==> config.mk <==
export PLATFORM = sky130hd
export DESIGN_NAME = fnd_scan_reader
export DESIGN_NICKNAME = d
export VERILOG_FILES = /design/src/rtl/fnd_scan_reader.sv
export SDC_FILE = /design/constraint.sdc
export NUM_CORES = 1
export LEC_CHECK = 0
export ABC_AREA = 1
export CAP_MARGIN = 20
export CORE_MARGIN = 3
export CORE_UTILIZATION = 43
export CTS_CLUSTER_SIZE = 8
export DETAILED_ROUTE_END_ITERATION = 12
export GPL_TIMING_DRIVEN = 0
export PLACE_DENSITY = 0.71
export SLEW_MARGIN = 40
export SYNTH_ARGS = -nofsm -noshare
export SYNTH_HDL_FRONTEND = slang
export SYNTH_SLANG_ARGS = --single-unit
export TNS_END_PERCENT = 100
==> constraint.sdc <==
create_clock -name clk -period 5.47 [get_ports clk]
set_input_delay 1.3675 -clock clk [delete_from_list [all_inputs] [get_ports clk]]
set_output_delay 1.3675 -clock clk [all_outputs]
set_load 0.01 [all_outputs]
==> src/rtl/fnd_scan_reader.sv <==
// Reader for a multiplexed active-low 7-segment display bus.
// Captures each digit once its common and segments have settled, then hands out whole frames.
module fnd_scan_reader #(
    parameter int DIGITS     = 4,
    parameter int STABLE_CYC = 4
) (
    input  logic                  clk,
    input  logic                  rst,
    input  logic [6:0]            seg_in,
    input  logic [DIGITS-1:0]     com_in,
    output logic                  frame_valid,
    input  logic                  frame_ready,
    output logic [4*DIGITS-1:0]   frame_hex,
    output logic [DIGITS-1:0]     frame_ok,
    output logic [DIGITS-1:0]     frame_err,
    output logic                  overrun
);

    // state   | meaning
    // COLLECT | capturing digits, captured mask not yet full
    // DELIVER | single cycle: publish the completed frame or drop it as overrun
    typedef enum logic {COLLECT, DELIVER} state_t;

    localparam int          SW         = DIGITS + 7;
    localparam logic [7:0]  STABLE_CNT = 8'(STABLE_CYC);

    state_t                state_q, state_d;
    logic [SW-1:0]         sync1_q, sync1_d, sync2_q, sync2_d, prev_q, prev_d;
    logic [7:0]            cnt_q, cnt_d;
    logic [4*DIGITS-1:0]   slot_hex_q, slot_hex_d;
    logic [DIGITS-1:0]     slot_ok_q, slot_ok_d, slot_err_q, slot_err_d;
    logic [DIGITS-1:0]     captured_q, captured_d;
    logic                  frame_valid_q, frame_valid_d;
    logic [4*DIGITS-1:0]   frame_hex_q, frame_hex_d;
    logic [DIGITS-1:0]     frame_ok_q, frame_ok_d, frame_err_q, frame_err_d;
    logic                  overrun_q, overrun_d;

    logic                  stable_evt;
    logic [DIGITS-1:0]     com_low, cap_set;
    logic [3:0]            n_low;
    logic [5:0]            dec;

    // Returns {err, ok, nibble}; B and D alias onto 8 and 0 on this bus.
    function automatic logic [5:0] decode(input logic [6:0] seg);
        case (seg)
            7'h01: decode = 6'b01_0000;
            7'h4F: decode = 6'b01_0001;
            7'h12: decode = 6'b01_0010;
            7'h06: decode = 6'b01_0011;
            7'h4C: decode = 6'b01_0100;
            7'h24: decode = 6'b01_0101;
            7'h20: decode = 6'b01_0110;
            7'h0D: decode = 6'b01_0111;
            7'h00: decode = 6'b01_1000;
            7'h04: decode = 6'b01_1001;
            7'h08: decode = 6'b01_1010;
            7'h31: decode = 6'b01_1100;
            7'h30: decode = 6'b01_1110;
            7'h38: decode = 6'b01_1111;
            7'h7F: decode = 6'b00_0000;
            default: decode = 6'b10_0000;
        endcase
    endfunction

    always_comb begin
        state_d       = state_q;
        sync1_d       = {com_in, seg_in};
        sync2_d       = sync1_q;
        prev_d        = sync2_q;
        cnt_d         = cnt_q;
        slot_hex_d    = slot_hex_q;
        slot_ok_d     = slot_ok_q;
        slot_err_d    = slot_err_q;
        captured_d    = captured_q;
        frame_valid_d = frame_valid_q;
        frame_hex_d   = frame_hex_q;
        frame_ok_d    = frame_ok_q;
        frame_err_d   = frame_err_q;
        overrun_d     = 1'b0;
        cap_set       = '0;
        n_low         = 4'd0;

        if (sync2_q != prev_q) cnt_d = 8'd1;
        else if (cnt_q != 8'hFF) cnt_d = cnt_q + 8'd1;
        // Fires on the transition into STABLE_CNT only, so saturation at 255 cannot refire.
        stable_evt = (cnt_d == STABLE_CNT) && (cnt_q != STABLE_CNT);

        com_low = ~sync2_q[SW-1:7];
        dec     = decode(sync2_q[6:0]);
        for (int i = 0; i < DIGITS; i++)
            if (com_low[i]) n_low = n_low + 4'd1;

        for (int i = 0; i < DIGITS; i++) begin
            if (stable_evt && (n_low == 4'd1) && com_low[i]) begin
                slot_hex_d[4*i +: 4] = dec[3:0];
                slot_ok_d[i]         = dec[4];
                slot_err_d[i]        = dec[5];
                cap_set[i]           = 1'b1;
            end
        end

        if (frame_valid_q && frame_ready) frame_valid_d = 1'b0;

        case (state_q)
            COLLECT: begin
                captured_d = captured_q | cap_set;
                if (&captured_d) state_d = DELIVER;
            end
            DELIVER: begin
                captured_d = cap_set;
                state_d    = COLLECT;
                if (!frame_valid_q || frame_ready) begin
                    frame_valid_d = 1'b1;
                    frame_hex_d   = slot_hex_q;
                    frame_ok_d    = slot_ok_q;
                    frame_err_d   = slot_err_q;
                end else begin
                    overrun_d = 1'b1;
                end
            end
            default: state_d = COLLECT;
        endcase
    end

    always_ff @(posedge clk) begin
        if (rst) begin
            state_q       <= COLLECT;
            sync1_q       <= '0;
            sync2_q       <= '0;
            prev_q        <= '0;
            cnt_q         <= '0;
            slot_hex_q    <= '0;
            slot_ok_q     <= '0;
            slot_err_q    <= '0;
            captured_q    <= '0;
            frame_valid_q <= 1'b0;
            frame_hex_q   <= '0;
            frame_ok_q    <= '0;
            frame_err_q   <= '0;
            overrun_q     <= 1'b0;
        end else begin
            state_q       <= state_d;
            sync1_q       <= sync1_d;
            sync2_q       <= sync2_d;
            prev_q        <= prev_d;
            cnt_q         <= cnt_d;
            slot_hex_q    <= slot_hex_d;
            slot_ok_q     <= slot_ok_d;
            slot_err_q    <= slot_err_d;
            captured_q    <= captured_d;
            frame_valid_q <= frame_valid_d;
            frame_hex_q   <= frame_hex_d;
            frame_ok_q    <= frame_ok_d;
            frame_err_q   <= frame_err_d;
            overrun_q     <= overrun_d;
        end
    end

    assign frame_valid = frame_valid_q;
    assign frame_hex   = frame_hex_q;
    assign frame_ok    = frame_ok_q;
    assign frame_err   = frame_err_q;
    assign overrun     = overrun_q;

endmodule

==> run summary <==
Status
• **result of the run** complete, no violations

Place
• **estimated wirelength of the detail-placed design** 5920 um
• **count of port buffers added during placement** 38
• **Setup Slack @ Placement** 2.28 ns
• **routability-driven placement congestion ratio** 0.937

Power
• **Internal Pwr Total** 0.000957 W
• **sw frac** 0.250
• **switching power of the nets** 0.000319 W
• **combinational share of power** 0.066
• **LEAKAGE** 2.00 nW
• **overall power consumption** 0.00128 W
• **Clock Power Share** 0.372
• **fraction of power consumed by sequential logic** 0.562
• **VDD IR-drop max** 0.000170 V
• **power per cell area** 271 nW/um^2

Critical path
• **Worst Setup SP** frame_ready
• **launch instance of the worst register-to-register path** prev_d[7]
• **CP required** 5.77 ns
• **category of the worst setup path capture point** register
• **critical path peak fanout** 10
• **element type at the critical path start** primary input
• **Worst Setup Path Type** in2reg
• **Crit path arrival time** 3.11 ns

Detailed routing
• **antenna-violating nets left** 0
• **residual DRC count** 0
• **DR vias** 3,358
• **average routed wire per standard cell** 11.8 um
• **final wirelength** 8170 um
• **mean number of vias per cell** 4.85
• **count of TritonRoute iterations in the first routing pass** 5
• **First DRT Iteration DRCs** 130

Logic synthesis
• **Synth warnings** 0
• **Synth Net Count** 550
• **fraction of the yosys area taken by sequential cells** 0.483
• **post-synthesis instance area** 3980 um^2
• **Post-Syn Instances** 531
• **top-area cell type share of the netlist area** 0.483
• **count of cell types in the netlist** 34
• **count of flip-flops with a built-in enable after synthesis** 0
• **number of synthesized register bits** 96
• **syn avg cell area** 7.50 um^2
• **Synth Flop Type** sky130_fd_sc_hd__dfxtp_1
• **top post-synthesis cells by count** 96 x sky130_fd_sc_hd__dfxtp_1, 83 x sky130_fd_sc_hd__inv_1, 79 x sky130_fd_sc_hd__nand2_1, 75 x sky130_fd_sc_hd__nor2_1, 41 x sky130_fd_sc_hd__a21oi_1
• **Area contributors post-synth** sky130_fd_sc_hd__dfxtp_1 48%, sky130_fd_sc_hd__inv_1 7.8%, sky130_fd_sc_hd__nand2_1 7.4%
• **cell taking the most area after synthesis** sky130_fd_sc_hd__dfxtp_1
• **post-synthesis async set-or-reset flop share** 0
• **cell with the most instances after synthesis** sky130_fd_sc_hd__dfxtp_1

Timing
• **Final Hold Violating Endpoints** 0
• **RSZ-0062 raised after global routing** no
• **final setup margin** 2.66 ns
• **Clock Skew** 0.0102 ns
• **clock period minus worst slack** 2.81 ns
• **Setup TNS Final** 0 ns
• **normalized max-slew margin** 0.514
• **final worst path period share** 0.513
• **final worst hold slack** 0.405 ns
• **final setup violating endpoints** 0
• **fin. max-slew vios** 0
• **maximum clock frequency** 0.356 GHz
• **transition time at the pin with the least slew margin** 0.726 ns

Die
• **Initial Util** 0.450
• **floorplan die area** 10,500 um^2
• **number of placed I/O pins** 40
• **y dimension of the die** 102 um
• **Die Wd** 102 um
• **Placeable Area** 8850 um^2
• **row count** 34

Clocking
• **Setup Buffers After CTS** 0
• **Clk pin slew, worst setup/hold paths** 0.10 ns
• **Clock Latency Late Sink** 0.36 ns
• **H-tree levels** 3
• **Inserted Clock Buffers** 9
• **clock tree from TritonCTS** built
• **maximum buffer depth of the clock tree** 2
• **clk root buf** sky130_fd_sc_hd__clkbuf_8
• **number of hold-repair buffers added at the cts stage** 0
• **number of sinks driven by the clock tree** 96
• **count of cells resized by post-cts repair** 0

Finish
• **FF+latch area** 1920 um^2
• **final-layout fill cell count** 852
• **multi-input gate area in the final layout** 1630 um^2
• **Layout Utilization** 0.531
• **share of layout cells above drive strength 1** 0.0974
• **fin nets** 599
• **synth-to-layout area growth** 18.1%
• **number of diodes** 0

Min path
• **hold crit path type** reg2reg
• **worst hold start** sync1_q[6]

Global route
• **vias in the first global route** 3,137
• **GR Util All Layers** 0.164
• **pin count of the biggest net entering global routing** 18
• **wire length of the first global-routing pass** 13,800 um
• **initial antenna violation count** 0
• **total overflow reported by the global router** 0

Job
• **max-cap check violation count** 0

logic make-up (layout without fill, tap and decap cells):
logic type | count (synthesis) | after routing | synth area share
and+or+nand+nor | 221 | 221 | 0.259
buffers and inverters | 112 | 166 | 0.108
DFF | 96 | 96 | 0.483
AOI/OAI and AO/OA | 92 | 92 | 0.124
adders and majority gates | 5 | 5 | 0.0157
xor gates and xnor gates | 5 | 5 | 0.0110
cell type report:
| class | instances | share of cell area |
|---|---|---|
| sequential | 96 | 0.409 |
| multi-input combinational | 323 | 0.347 |
| timing repair buffer | 38 | 0.0809 |
| inverter | 95 | 0.0759 |
| tap | 108 | 0.0287 |
| clock buffer | 9 | 0.0264 |
| clock inverter | 7 | 0.0170 |
| buffer | 17 | 0.0157 |
placed cells by master (no fill, tap or decap), types with 9 or more instances in the layout:
master / synthesis / layout
sky130_fd_sc_hd__dfxtp_1: 96 / 96
sky130_fd_sc_hd__inv_1: 83 / 83
sky130_fd_sc_hd__clkdlybuf4s50_1: 0 / 38
sky130_fd_sc_hd__a21oi_1: 41 / 41
sky130_fd_sc_hd__nor2_1: 75 / 75
sky130_fd_sc_hd__clkbuf_1: 13 / 13
sky130_fd_sc_hd__nand2_1: 79 / 79
sky130_fd_sc_hd__nand3_1: 26 / 26
sky130_fd_sc_hd__inv_2: 11 / 11
sky130_fd_sc_hd__o21ai_0: 25 / 25
sky130_fd_sc_hd__o21ai_1: 15 / 15
sky130_fd_sc_hd__clkbuf_8: 0 / 9
worst max-delay path, stage by stage:
cell and delay (ns):
sky130_fd_sc_hd__clkdlybuf4s50_1 0.46, sky130_fd_sc_hd__nor2_1 0.06, sky130_fd_sc_hd__nor2_1 0.56, sky130_fd_sc_hd__clkbuf_1 0.36
sky130_fd_sc_hd__o21ai_0 0.15, sky130_fd_sc_hd__a21oi_1 0.15
power groups by stage:
stage / Sequential [W] / Combinational [W] / Clock [W]
CTS: 0.000717 / 0.0000844 / 0.000482
detailed placement: 0.000733 / 0.0000839 / 0
floorplan: 0.000731 / 0.0000595 / 0
global placement: 0.000733 / 0.0000811 / 0
finish: 0.000717 / 0.0000846 / 0.000474
global route: 0.000719 / 0.0000965 / 0.000509
per-layer routing:
layer | vias up | global-route usage | share of wire
met2 | 71 | 0.275 | 0.47
met5 | - | 0 | 0
met3 | 12 | 0.0328 | 0.047
met1 | 1520 | 0.207 | 0.47
met4 | 0 | 0.0656 | 0.017
li1 | 1755 | - | -
final timing paths:
check	end	depth (start not counted)	slack, ns
worst max-delay path	frame_hex[7]	6	2.66
worst min-delay path	prev_d[6]	2	0.40
worst max register to register	slot_hex_q[3]	18	2.68
worst min register to register	prev_d[6]	2	0.40
metrics by stage:
stage / cell area, um^2 / cells
floorplan: 3980 / 531
global placement: 4500 / 677
detailed placement: 4500 / 677
CTS: 4700 / 693
global route: 4700 / 693
finish: 4700 / 693
state kept, by name, indices dropped and copies added (netlist names):
name,count
state_q,1
frame_err,4
slot_hex_q,16
cnt_q,8
frame_ok,4
captured_q,4
frame_valid,1
prev_d,11
slot_ok_q,4
sync1_q,11
frame_hex,16
slot_err_q,4
overrun,1
prev_q,11
No activity file was read; power rests on OpenSTA's default activity.
